File: config.mk
export PLATFORM = sky130hd
export DESIGN_NAME = subleq_seq
export DESIGN_NICKNAME = d
export VERILOG_FILES = /design/src/rtl/subleq_seq.sv
export SDC_FILE = /design/constraint.sdc
export NUM_CORES = 1
export LEC_CHECK = 0
export ABC_AREA = 1
export BUFFER_PORTS_ARGS = -buffer_cell sky130_fd_sc_hd__clkbuf_2
export CORE_MARGIN = 2
export CORE_UTILIZATION = 50
export CTS_CLUSTER_DIAMETER = 80
export CTS_CLUSTER_SIZE = 20
export DETAILED_ROUTE_END_ITERATION = 7
export PLACE_DENSITY = 0.79
export RECOVER_POWER = 50
export SYNTH_ARGS = -nofsm -noshare
export SYNTH_HDL_FRONTEND = slang
export SYNTH_SLANG_ARGS = --single-unit
File: constraint.sdc
create_clock -name clk -period 6.6 [get_ports clk]
set_input_delay 1.32 -clock clk [delete_from_list [all_inputs] [get_ports clk]]
set_output_delay 1.32 -clock clk [all_outputs]
set_load 0.005 [all_outputs]
File: src/rtl/subleq_seq.sv
// Subleq instruction sequencer: steps each (A, B, C) instruction through fetch,
// operand read, subtract/write-back and branch, one memory access per cycle.
module subleq_seq #(
  parameter int P_DATA = 8
) (
  input  logic              clk,
  input  logic              rst,
  input  logic              start,
  input  logic [P_DATA-1:0] mem_rdata,
  output logic              addr_sel,
  output logic [P_DATA-1:0] pc_o,
  output logic [P_DATA-1:0] opr_o,
  output logic              mem_we,
  output logic [P_DATA-1:0] mem_wdata,
  output logic              busy,
  output logic              halted
);

  typedef enum logic [2:0] {
    S_IDLE, S_FA, S_FB, S_FC, S_RA, S_RB, S_WB, S_HALT
  } state_t;

  state_t r_state;
  state_t w_state_next;

  logic [P_DATA-1:0] r_pc;
  logic [P_DATA-1:0] r_ra;
  logic [P_DATA-1:0] r_rb;
  logic [P_DATA-1:0] r_rc;
  logic [P_DATA-1:0] r_va;

  logic [P_DATA-1:0] w_diff;
  logic              w_taken;
  logic              w_halt;

  // In WB the read data is mem[B]; the branch test looks at the wrapped difference.
  assign w_diff  = mem_rdata - r_va;
  assign w_taken = w_diff[P_DATA-1] | (w_diff == '0);
  assign w_halt  = w_taken & (&r_rc);

  always_ff @(posedge clk) begin
    if (rst) begin
      r_state <= S_IDLE;
    end else begin
      r_state <= w_state_next;
    end
  end

  always_comb begin
    w_state_next = r_state;
    case (r_state)
      S_IDLE:  if (start) w_state_next = S_FA;
      S_FA:    w_state_next = S_FB;
      S_FB:    w_state_next = S_FC;
      S_FC:    w_state_next = S_RA;
      S_RA:    w_state_next = S_RB;
      S_RB:    w_state_next = S_WB;
      S_WB:    w_state_next = w_halt ? S_HALT : S_FA;
      S_HALT:  if (start) w_state_next = S_FA;
      default: w_state_next = S_IDLE;
    endcase
  end

  always_ff @(posedge clk) begin
    if (rst) begin
      r_pc <= '0;
      r_ra <= '0;
      r_rb <= '0;
      r_rc <= '0;
      r_va <= '0;
    end else begin
      case (r_state)
        S_IDLE, S_HALT: if (start) r_pc <= '0;
        S_FB: r_ra <= mem_rdata;
        S_FC: r_rb <= mem_rdata;
        S_RA: r_rc <= mem_rdata;
        S_RB: r_va <= mem_rdata;
        S_WB: begin
          // A halting branch leaves pc pointing at the halting instruction.
          if (!w_taken) begin
            r_pc <= r_pc + P_DATA'(3);
          end else if (!w_halt) begin
            r_pc <= r_rc;
          end
        end
        default: ;
      endcase
    end
  end

  always_comb begin
    addr_sel  = 1'b0;
    pc_o      = r_pc;
    opr_o     = '0;
    mem_we    = 1'b0;
    mem_wdata = '0;
    busy      = 1'b1;
    halted    = 1'b0;
    case (r_state)
      S_IDLE: busy = 1'b0;
      S_FA:   pc_o = r_pc;
      S_FB:   pc_o = r_pc + P_DATA'(1);
      S_FC:   pc_o = r_pc + P_DATA'(2);
      S_RA: begin
        addr_sel = 1'b1;
        opr_o    = r_ra;
      end
      S_RB: begin
        addr_sel = 1'b1;
        opr_o    = r_rb;
      end
      S_WB: begin
        addr_sel  = 1'b1;
        opr_o     = r_rb;
        mem_we    = 1'b1;
        mem_wdata = w_diff;
      end
      S_HALT: begin
        busy   = 1'b0;
        halted = 1'b1;
      end
      default: busy = 1'b0;
    endcase
  end

endmodule

==> results of run 1 <==
==> layout make-up <==
class | count | area [sq um] | share of cell area, %
Clock inverter | 2 | 38.79 | 1.276
Multi-Input combinational cell | 290 | 1535 | 50.49
Timing Repair Buffer | 39 | 195.2 | 6.420
Clock buffer | 6 | 82.58 | 2.716
Inverter | 64 | 240.2 | 7.901
Sequential cell | 43 | 860.8 | 28.31
Tap cell | 70 | 87.58 | 2.881
==> path summary, 6_finish.rpt <==
path,start,endpoint,slack [ns],cells after the start
max reg2reg,r_va[0],r_pc[0],4.22,16
min reg2reg,r_ra[7],r_ra[7],0.45,2
min,r_ra[7],r_ra[7],0.45,2
max,mem_rdata[0],mem_wdata[6],2.48,13
==> routing by layer <==
metal / vias up / part of all wire (%)
li1: 1379 / -
met4: 0 / 0.62
met2: 53 / 47
met1: 1243 / 49
met5: - / 0
met3: 4 / 3.2
==> logic make-up after synthesis <==
logic type	Yosys count	synth area share (%)
AND/OR/NAND/NOR	176	29.84
AO/OA/AOI/OAI	91	17.47
buffers and inverters	77	11.26
flip-flops	43	31.88
adder cells (fa/ha/maj)	13	6.302
XOR/XNOR	10	3.244
==> stage by stage <==
step / instance area (sq um) / hold slack [ns]
floorplan: 2700 / 0.4245
global placement: 2922 / 0.4346
detailed placement: 2922 / 0.4430
CTS: 3043 / 0.4563
global route: 3040 / 0.4844
finish: 3040 / 0.4527
==> where the power goes <==
group,switching (mW),internal [mW],leakage (nW),total [mW]
Clock,0.0929,0.125,0.0618,0.217
Combinational,0.0930,0.0527,0.991,0.146
Sequential,0.0179,0.277,0.350,0.295
Total,0.204,0.454,1.40,0.658
==> critical path: stages <==
cell and delay [ns]:
sky130_fd_sc_hd__clkbuf_2 0.09, sky130_fd_sc_hd__inv_1 0.13, sky130_fd_sc_hd__ha_1 0.17, sky130_fd_sc_hd__inv_1 0.05
sky130_fd_sc_hd__fa_1 0.41, sky130_fd_sc_hd__nand2_1 0.09, sky130_fd_sc_hd__nand2_1 0.07, sky130_fd_sc_hd__nand3_1 0.08
sky130_fd_sc_hd__nand2_1 0.06, sky130_fd_sc_hd__nand2_1 0.07, sky130_fd_sc_hd__nand2_2 0.07, sky130_fd_sc_hd__nor2_1 0.08
sky130_fd_sc_hd__clkbuf_2 0.13
==> placed cells by master, fill, tap and decap left out, drive strengths merged, types with 7 or more instances in the layout <==
cell type / count
clkbuf: 44
ha: 12
a21oi: 35
xor2: 7
o21ai: 50
dfxtp: 43
nor2: 58
nand2: 82
nand3: 25
inv: 63
==> registers in the layout, indices dropped and copies added, names as in the netlist <==
signal / cells
r_pc: 8
r_ra: 8
r_rb: 8
r_rc: 8
r_state: 3
r_va: 8
==> Implementation_results.wiki, run 1 <==
{| class="wikitable"
! Metric !! Value
|-
| Setup total negative slack || 0 ns
|-
| Number of distinct library cells after synthesis || 32
|-
| Largest net degree at the start of global routing || 42
|-
| Actual slew at the worst max-slew pin || approximately 1.0 ns
|-
| Max Clock Freq || roughly 0.24 GHz
|-
| Top cell type's share of synthesized area || roughly a third
|-
| Largest cells by area after synthesis || sky130_fd_sc_hd__dfxtp_1, sky130_fd_sc_hd__nand2_1, sky130_fd_sc_hd__o21ai_0, sky130_fd_sc_hd__inv_1, sky130_fd_sc_hd__nor2_1
|-
| Worst hold path type || flop to flop
|-
| Starting Density || 52.20%
|-
| Seq cells post-synth || 43
|-
| Number of DRC violations after detailed routing || 0
|-
| Htree depth || 2
|-
| Final worst-path setup slack || ~2.5 ns
|-
| Final min period || just over 4 ns
|-
| Final setup violation count || 0
|-
| Cell with the most instances after synthesis || sky130_fd_sc_hd__nand2_1
|-
| Clock slew seen by the registers of the worst setup and hold paths || roughly 0.090 ns
|-
| Setup repair after global routing missed its margin || false
|-
| IR drop worst, VDD || 137.3 uV
|-
| Leakage Power || between 1 and 1.5 nW
|-
| Site row count || 26
|-
| CP Capture Type || primary output
|-
| Worst skew pair latency || between 0.2 and 0.3 ns
|-
| Top Usage Layer GRT || met2
|-
| Buffers added on ports || 38
|-
| Data arrival time of the critical path || about 2.8 ns
|-
| Synthesized instance count || just over 400
|-
| Clock tree from TritonCTS || yes
|-
| Antenna-violating nets left || 0
|-
| Final Wtd Congestion || about 0.87
|-
| Count of warnings emitted by yosys || 0
|-
| Post-synth EDFFs || 0
|-
| Count of antenna diodes in the layout || 0
|-
| Ys flop type || sky130_fd_sc_hd__dfxtp_1
|-
| Result of the run || finished, final reports clean
|-
| Initial detailed-routing violation count || 130
|-
| Sum of overflow across all layers after global routing || 0
|-
| Ys async rst share || 0%
|-
| Post_cts resized || 0
|-
| All-layer global routing usage || approximately 23%
|-
| Vias per cell || 5.212
|-
| First-pass GRT wire length || 11160 um
|-
| Detailed placement HPWL || approximately 4700 um
|-
| Net count reported at finish || roughly 470
|-
| Fraction of met1 tracks used by global routing || 29.70%
|-
| Largest area contributor in the netlist || sky130_fd_sc_hd__dfxtp_1
|-
| Number of sinks driven by the clock tree || 43
|-
| Area growth, synth to finish || 12.60%
|-
| Met2 capacity usage during global routing || between 30% and 40%
|-
| Die Footprint || approximately 0.006 sq mm
|-
| Per-cell routed wire length || 12.50 um
|-
| Total of hold buffers inserted after clock tree synthesis || 0
|-
| Num ports || 39
|-
| Die span in x || approximately 77 um
|-
| Share of layout cells above drive strength 1 || roughly 14%
|-
| GRT met3 Usage || under 10%
|-
| Max-cap violation count || 0
|-
| Number of vias after detailed routing || approximately 2700
|-
| WP data required || roughly 5.3 ns
|-
| Number of detailed-route iterations in the first pass || 4
|-
| Pwr/cell area || about 220 mW/mm^2
|-
| Worst setup path class || input pin to primary output
|-
| Post-route fraction of the period consumed by the critical path || 62.49%
|-
| Die Span Y || 77.49 um
|-
| Worst-path fanout max || 5
|-
| Sum of internal, switching and leakage power || ~0.66 mW
|-
| Leading post-synthesis cells by instance count || sky130_fd_sc_hd__nand2_1, sky130_fd_sc_hd__inv_1, sky130_fd_sc_hd__nor2_1, sky130_fd_sc_hd__o21ai_0, sky130_fd_sc_hd__dfxtp_1
|-
| Pre-CTS setup slack || about 2.5 ns
|-
| Sequential fraction of the synthesis area || a little under a third
|-
| Rel. slew slack || between 30% and 40%
|-
| Total Routed Length || between 6000 and 7000 um
|-
| CTS Root Cell || sky130_fd_sc_hd__clkbuf_8
|-
| Number of buffers on the longest clock path || 2
|-
| Synthesized net count || between 400 and 500
|-
| Final core utilization || approximately three fifths
|-
| Clock tree skew after final layout || 0.006322 ns
|-
| Count of buffers added by post-CTS timing repair for setup || 0
|-
| Fill count || around 500
|-
| Final non-filler cell total || 514
|-
| Std-Cell Core Area || around 0.0052 sq mm
|-
| DP Cell Count || 506
|-
| Syn Area/Cell || 6.586 sq um
|-
| Number of buffers inserted during clock tree synthesis || 5
|-
| Mapped cell area || between 0.002 and 0.003 sq mm
|-
| Final Slew Violations || 0
|-
| Initial antenna violation count || 0
|-
| Startpoint type of the worst setup path || input pin
|-
| Total count of hold-check failures in the final report || 0
|-
| Number of global-route vias before repair || 2527
|}
(Power assumes the default switching activity.)
==> inputs of run 2 (changes only) <==
--- a/config.mk
+++ b/config.mk
@@ -5,7 +5,7 @@
 export SDC_FILE = /design/constraint.sdc
 export NUM_CORES = 1
 export LEC_CHECK = 0
-export ABC_AREA = 1
+export ABC_AREA = 0
 export BUFFER_PORTS_ARGS = -buffer_cell sky130_fd_sc_hd__clkbuf_2
 export CORE_MARGIN = 2
 export CORE_UTILIZATION = 50
==> constraint.sdc (replaced) <==
create_clock -name clk -period 4.32 [get_ports clk]
set_input_delay 0.864 -clock clk [delete_from_list [all_inputs] [get_ports clk]]
set_output_delay 0.864 -clock clk [all_outputs]
set_load 0.005 [all_outputs]
==> run 2 against run 1 <==
Effect of this change: the run now ends with capacitance limit, slew limit left; flip-flop and latch count stayed put; synthesized cell count shrank 19%; worst setup slack got worse by 1.8 ns; sequential power up 41%; die area is 2.0% lower; non-clock buffer count grew 3; combinational power is 13% lower; design area shrank 1.5%; count of clock-buffer cells in the layout fell by 1; highest routed layer unchanged.
==> Implementation_results.wiki, run 2 <==
{| class="wikitable"
! Metric !! Value
|-
| Final core utilization || around three fifths
|-
| Final non-filler cell total || 430
|-
| Number of buffers inserted during clock tree synthesis || 5
|-
| Top cell type's share of synthesized area || between 30% and 40%
|-
| Num ports || 39
|-
| Final worst-path setup slack || approximately 0.7 ns
|-
| Die Span Y || 76.72 um
|-
| Max Clock Freq || 0.2747 GHz
|-
| Max-cap violation count || 1
|-
| Rel. slew slack || -22.40%
|-
| Post-route fraction of the period consumed by the critical path || 84.25%
|-
| Setup repair after global routing missed its margin || false
|-
| Htree depth || 2
|-
| Die Footprint || 0.005885 sq mm
|-
| Clock slew seen by the registers of the worst setup and hold paths || about 0.090 ns
|-
| Actual slew at the worst max-slew pin || roughly 1.8 ns
|-
| Number of vias after detailed routing || between 2000 and 2500
|-
| Sequential fraction of the synthesis area || between 30 and 40%
|-
| Seq cells post-synth || between 40 and 50
|-
| First-pass GRT wire length || approximately 10000 um
|-
| Post-route standard cell area excluding fillers || about 0.003 sq mm
|-
| Initial detailed-routing violation count || 144
|-
| Cell with the most instances after synthesis || sky130_fd_sc_hd__nand2_1
|-
| Detailed placement HPWL || 4248 um
|-
| Mapped cell area || approximately 0.0026 sq mm
|-
| Number of global-route vias before repair || roughly 2200
|-
| Std-Cell Core Area || a little over 0.005 sq mm
|-
| Number of distinct library cells after synthesis || 43
|-
| Count of antenna diodes in the layout || 0
|-
| CP Capture Type || primary output
|-
| Violated checks || capacitance limit, slew limit
|-
| Worst skew pair latency || about 0.30 ns
|-
| All-layer global routing usage || a little over a fifth
|-
| Leading post-synthesis cells by instance count || sky130_fd_sc_hd__nand2_1, sky130_fd_sc_hd__dfxtp_1, sky130_fd_sc_hd__nor2_1, sky130_fd_sc_hd__mux2i_1, sky130_fd_sc_hd__a21oi_1
|-
| Worst-path fanout max || 12
|-
| Final setup violation count || 0
|-
| Share of layout cells above drive strength 1 || 15.28%
|-
| Result of the run || finished, violations left
|-
| Worst hold path type || flop to flop
|-
| Ys flop type || sky130_fd_sc_hd__dfxtp_1
|-
| Post-synth EDFFs || 0
|-
| Pre-CTS setup slack || between 0.9 and 1 ns
|-
| Pwr/cell area || between 300 and 400 mW/mm^2
|-
| Total of hold buffers inserted after clock tree synthesis || 0
|-
| Largest net degree at the start of global routing || 42
|-
| IR drop worst, VDD || 255.3 uV
|-
| Syn Area/Cell || between 7 and 8 sq um
|-
| Total Routed Length || approximately 6000 um
|-
| Initial antenna violation count || 0
|-
| Most frequent standard cell in the layout excluding fill and tap cells || sky130_fd_sc_hd__nand2_1
|-
| Clock tree from TritonCTS || yes
|-
| Sum of overflow across all layers after global routing || 0
|-
| Buffers added on ports || 38
|-
| Number of detailed-route iterations in the first pass || 4
|-
| WP data required || approximately 3.5 ns
|-
| Worst setup path class || flop to primary output
|-
| Clock tree skew after final layout || 0.005953 ns
|-
| Per-cell routed wire length || roughly 14 um
|-
| Leakage Power || 1.237 nW
|-
| Number of sinks driven by the clock tree || 43
|-
| Synthesized net count || 355
|-
| Most frequent cells in the layout || sky130_fd_sc_hd__nand2_1, sky130_fd_sc_hd__dfxtp_1, sky130_fd_sc_hd__clkbuf_2, sky130_fd_sc_hd__nor2_1, sky130_fd_sc_hd__mux2i_1
|-
| DP Cell Count || ~420
|-
| Total count of hold-check failures in the final report || 0
|-
| Startpoint type of the worst setup path || flop
|-
| Hold slack final || between 0.4 and 0.5 ns
|-
| Number of buffers on the longest clock path || 2
|-
| Antenna-violating nets left || 0
|-
| Count of buffers added by post-CTS timing repair for setup || 0
|-
| Sum of internal, switching and leakage power || 0.9217 mW
|-
| Final Slew Violations || between 40 and 50
|-
| Net count reported at finish || 383
|-
| Final min period || roughly 3.6 ns
|-
| Count of warnings emitted by yosys || 0
|-
| Ys async rst share || 0%
|-
| Setup total negative slack || 0 ns
|-
| Area growth, synth to finish || 13.25%
|-
| Post_cts resized || 0
|-
| CTS Root Cell || sky130_fd_sc_hd__clkbuf_8
|-
| Site row count || 26
|-
| Number of DRC violations after detailed routing || 0
|-
| Final Wtd Congestion || 0.9004
|-
| Largest area contributor in the netlist || sky130_fd_sc_hd__dfxtp_1
|-
| Vias per cell || 5.405
|-
| Instance area at placement || between 0.002 and 0.003 sq mm
|-
| Largest cells by area after synthesis || sky130_fd_sc_hd__dfxtp_1, sky130_fd_sc_hd__mux2i_1, sky130_fd_sc_hd__nand2_1, sky130_fd_sc_hd__ha_1, sky130_fd_sc_hd__nor2_1
|-
| Fill count || 482
|-
| Synthesized instance count || around 330
|-
| Data arrival time of the critical path || 2.78 ns
|-
| Die span in x || 76.72 um
|-
| Starting Density || between 50 and 60%
|}
-- run 2: changes by cell type in the layout (fill, tap and decap cells not counted), moves of 11 or more --
cell and delta:
sky130_fd_sc_hd__inv_1 -46, sky130_fd_sc_hd__nor2_1 -21, sky130_fd_sc_hd__nand3_1 -17, sky130_fd_sc_hd__nand2_1 -22, sky130_fd_sc_hd__a21oi_1 -11, sky130_fd_sc_hd__o21ai_0 -31
sky130_fd_sc_hd__mux2i_1 +28
-- run 2: final timing paths --
| kind | cells past startpoint | endpoint | startpoint | slack, ns |
|---|---|---|---|---|
| max | 8 | pc_o[7] | r_state[1] | 0.68 |
| min | 2 | r_rb[0] | r_rb[0] | 0.47 |
| max reg2reg | 10 | r_pc[4] | r_va[0] | 1.57 |
| min reg2reg | 2 | r_rb[0] | r_rb[0] | 0.47 |
-- run 2: cells by family (layout without fill, tap and decap cells) --
| family | count (synthesis) | count (layout) | share of synthesized area (%) |
|---|---|---|---|
| buf+inv | 33 | 62 | 5.016 |
| flops | 43 | 43 | 32.56 |
| simple gates | 131 | 131 | 23.43 |
| compound gates | 66 | 66 | 16.33 |
| fa+ha+maj | 13 | 13 | 6.436 |
| xor+xnor | 17 | 17 | 5.632 |
| mux | 28 | 28 | 10.60 |
-- run 2: metal layers --
metal / track usage, % / up-vias / routed length (um)
met2: 34.12 / 52 / 2737
met1: 28.13 / 1078 / 2751
met4: 7.091 / 0 / 73
li1: - / 1189 / -
met3: 4.824 / 5 / 313
met5: 0 / - / 0
-- run 2: area by class of cell --
class / count / area [sq um] / share of cell area, %
inverter: 12 / 45.04 / 1.504
multi-input combinational: 255 / 1650 / 55.12
clock buffer: 5 / 68.82 / 2.298
tap: 70 / 87.58 / 2.925
sequential: 43 / 860.8 / 28.75
clock inverter: 3 / 67.56 / 2.257
timing repair buffer: 42 / 214.0 / 7.146
-- run 2: critical path, stage by stage, from the launching register on --
cell                       delay [ns]
sky130_fd_sc_hd__dfxtp_1         0.54
sky130_fd_sc_hd__clkbuf_1        0.56
sky130_fd_sc_hd__nand2_1         0.21
sky130_fd_sc_hd__or2_2           0.44
sky130_fd_sc_hd__nand2_1         0.12
sky130_fd_sc_hd__nand2_1         0.09
sky130_fd_sc_hd__nor3_1          0.23
sky130_fd_sc_hd__xor2_1          0.16
sky130_fd_sc_hd__clkbuf_2        0.12
-- run 2: report_power, final --
| part | internal [mW] | switching (mW) |
|---|---|---|
| clock network | 0.231 | 0.148 |
| logic | 0.0478 | 0.0796 |
| registers | 0.406 | 0.00958 |
| total | 0.685 | 0.237 |
==> inputs of run 3 (changes only) <==
--- a/config.mk
+++ b/config.mk
@@ -12,7 +12,7 @@
 export CTS_CLUSTER_DIAMETER = 80
 export CTS_CLUSTER_SIZE = 20
 export DETAILED_ROUTE_END_ITERATION = 7
-export PLACE_DENSITY = 0.79
+export PLACE_DENSITY = 0.82
 export RECOVER_POWER = 50
 export SYNTH_ARGS = -nofsm -noshare
 export SYNTH_HDL_FRONTEND = slang
==> constraint.sdc (replaced) <==
create_clock -name clk -period 2.98 [get_ports clk]
set_input_delay 0.596 -clock clk [delete_from_list [all_inputs] [get_ports clk]]
set_output_delay 0.596 -clock clk [all_outputs]
set_load 0.005 [all_outputs]
==> run 3 against run 2 <==
Effect of this change: sequential power increased by 45%; the flow now finishes without violations; clock power fell by 1%; design area grew 1.1%; critical path depth rose by 4; first-iteration DRC count grew 5.6%; hold slack worse by 0.0027 ns; worst setup slack worse by 0.56 ns; die area did not move; total power up 28%; largest power group unchanged; highest routed layer unchanged.
==> Implementation_results.wiki, run 3 (synthesis results as in run 2) <==
{| class="wikitable"
! Metric !! Value
|-
| Result of the run || finished, final reports clean
|-
| Number of detailed-route iterations in the first pass || 4
|-
| GRT met3 Usage || about 3.6%
|-
| WP data required || between 2 and 2.5 ns
|-
| Hold Path Cell Cnt || 2
|-
| Initial antenna violation count || 0
|-
| Max-cap violation count || 0
|-
| Sequential share of power || about half
|-
| Detailed placement HPWL || 4544 um
|-
| Data arrival time of the critical path || roughly 2.3 ns
|-
| Part of the power in the clock network || 31.8%
|-
| Setup repair after global routing missed its margin || false
|-
| Worst skew pair latency || about 0.3 ns
|-
| Worst-path fanout max || 4
|-
| Num ports || 39
|-
| CP Capture Type || primary output
|-
| Flop2flop setup slack || roughly 0.25 ns
|-
| Count of antenna diodes in the layout || 0
|-
| Share of layout cells above drive strength 1 || 18.70%
|-
| Buffers added on ports || 38
|-
| Met2 capacity usage during global routing || a little under two fifths
|-
| Htree depth || 2
|-
| Final Wtd Congestion || slightly above 0.8
|-
| First-pass GRT wire length || slightly above 10000 um
|-
| Top Usage Layer GRT || met2
|-
| Clock tree skew after final layout || ~0.008 ns
|-
| Antenna-violating nets left || 0
|-
| Fraction of met1 tracks used by global routing || 28.50%
|-
| Number of DRC violations after detailed routing || 0
|-
| Total net switching power || 0.3428 mW
|-
| Std-Cell Core Area || about 0.005 sq mm
|-
| Area growth, synth to finish || 14.53%
|-
| Die span in x || approximately 77 um
|-
| Leakage Power || 1.263 nW
|-
| Clock tree from TritonCTS || yes
|-
| All-layer global routing usage || between 20% and 30%
|-
| Gate power share || 17.0%
|-
| Rel. slew slack || about two fifths
|-
| Die Span Y || 76.72 um
|-
| Number of sinks driven by the clock tree || between 40 and 50
|-
| Sum of overflow across all layers after global routing || 0
|-
| Hold slack final || around 0.47 ns
|-
| Final min period || 2.857 ns
|-
| Largest net degree at the start of global routing || 26
|-
| Total count of hold-check failures in the final report || 0
|-
| Site row count || 26
|-
| Post-route fraction of the period consumed by the critical path || a little over nine tenths
|-
| Worst hold path type || flop to flop
|-
| Number of cells on the worst reg-to-reg path || 11
|-
| Starting Density || 51.76%
|-
| Net count reported at finish || 392
|-
| Number of vias after detailed routing || 2379
|-
| Actual slew at the worst max-slew pin || 0.9140 ns
|-
| Fill count || about 480
|-
| Switching fraction of total power || around 29%
|-
| Final setup violation count || 0
|-
| Worst setup path class || input pin to primary output
|-
| Startpoint type of the worst setup path || input pin
|-
| IR drop worst, VDD || around 220 uV
|-
| Internal Pwr Total || around 0.83 mW
|-
| Vias per cell || 5.419
|-
| Number of global-route vias before repair || ~2200
|-
| Number of buffers inserted during clock tree synthesis || 5
|-
| Initial detailed-routing violation count || around 150
|-
| Per-cell routed wire length || between 10 and 15 um
|-
| Most frequent standard cell in the layout excluding fill and tap cells || sky130_fd_sc_hd__nand2_1
|-
| Final Slew Violations || 0
|-
| Setup total negative slack || 0 ns
|-
| Die Footprint || 0.005885 sq mm
|-
| CTS Root Cell || sky130_fd_sc_hd__clkbuf_8
|-
| Max Clock Freq || 0.3500 GHz
|-
| Clock slew seen by the registers of the worst setup and hold paths || about 0.090 ns
|-
| Number of buffers on the longest clock path || 2
|-
| Pwr/cell area || between 300 and 400 mW/mm^2
|-
| Total Routed Length || just over 6000 um
|-
| Most frequent cells in the layout || sky130_fd_sc_hd__nand2_1, sky130_fd_sc_hd__dfxtp_1, sky130_fd_sc_hd__clkbuf_2, sky130_fd_sc_hd__nor2_1, sky130_fd_sc_hd__mux2i_1
|}
-- run 3: cell type report --
type / count / area (sq um) / area share (%)
multi-input combinational: 255 / 1665 / 55.00
sequential: 43 / 860.8 / 28.43
timing repair buffer: 51 / 284.0 / 9.380
tap: 70 / 87.58 / 2.893
clock buffer: 6 / 72.57 / 2.397
inverter: 12 / 45.04 / 1.488
clock inverter: 2 / 12.51 / 0.4132
-- run 3: routing by layer --
metal / up-vias / share of wire [%] / wire length [um]
met3: 9 / 4.9 / 303
met5: - / 0 / 0
met1: 1105 / 45 / 2791
met4: 0 / 1.1 / 70
met2: 53 / 49 / 3044
li1: 1212 / - / -
-- run 3: through the flow --
| step | instance area [sq um] | utilization [%] | std cells | setup slack [ns] | power [mW] |
|---|---|---|---|---|---|
| 6_report | 3028 | 59.28 | 439 | 0.1225 | 1.177 |
| 4_1_cts | 3019 | 59.11 | 439 | 0.03194 | 1.176 |
| 2_1_floorplan | 2644 | - | 331 | 0.2055 | 0.7507 |
| 5_1_grt | 3028 | 59.28 | 439 | 0.02612 | 1.218 |
| 3_3_place_gp | 2924 | 57.25 | 430 | 0.0005247 | 0.8105 |
| 3_5_place_dp | 2924 | 57.25 | 430 | -0.07689 | 0.8155 |
-- run 3: power by group through the flow --
stage                     Clock, mW  Combinational [mW]  Sequential (mW)
after floorplan                   0               0.142            0.609
after global placement            0               0.194            0.616
after detailed placement          0               0.199            0.617
after CTS                     0.372               0.201            0.603
after global routing          0.393               0.220            0.605
final                         0.374               0.200            0.603
-- run 3: critical path, stage by stage --
cell                       delay [ns]
sky130_fd_sc_hd__buf_2           0.13
sky130_fd_sc_hd__inv_2           0.08
sky130_fd_sc_hd__ha_4            0.13
sky130_fd_sc_hd__inv_2           0.03
sky130_fd_sc_hd__fa_2            0.37
sky130_fd_sc_hd__a211oi_2        0.23
sky130_fd_sc_hd__buf_4           0.15
sky130_fd_sc_hd__buf_4           0.09
sky130_fd_sc_hd__nor2_1          0.04
sky130_fd_sc_hd__xnor2_1         0.13
sky130_fd_sc_hd__nor2_1          0.14
sky130_fd_sc_hd__clkbuf_2        0.14
-- run 3: path summary, 6_finish.rpt --
kind	endpoint	from
worst max register to register	r_pc[3]	r_va[0]
worst min-delay path	r_rb[1]	r_rb[1]
worst max-delay path	mem_wdata[4]	mem_rdata[0]
worst min register to register	r_rb[1]	r_rb[1]
-- run 3: repair_timing --
action,CTS,global route
buffers inserted,1,1
pin swaps,2,5
gates resized for setup,1,6
setup endpoints to repair,1,1
hold buffers,0,0
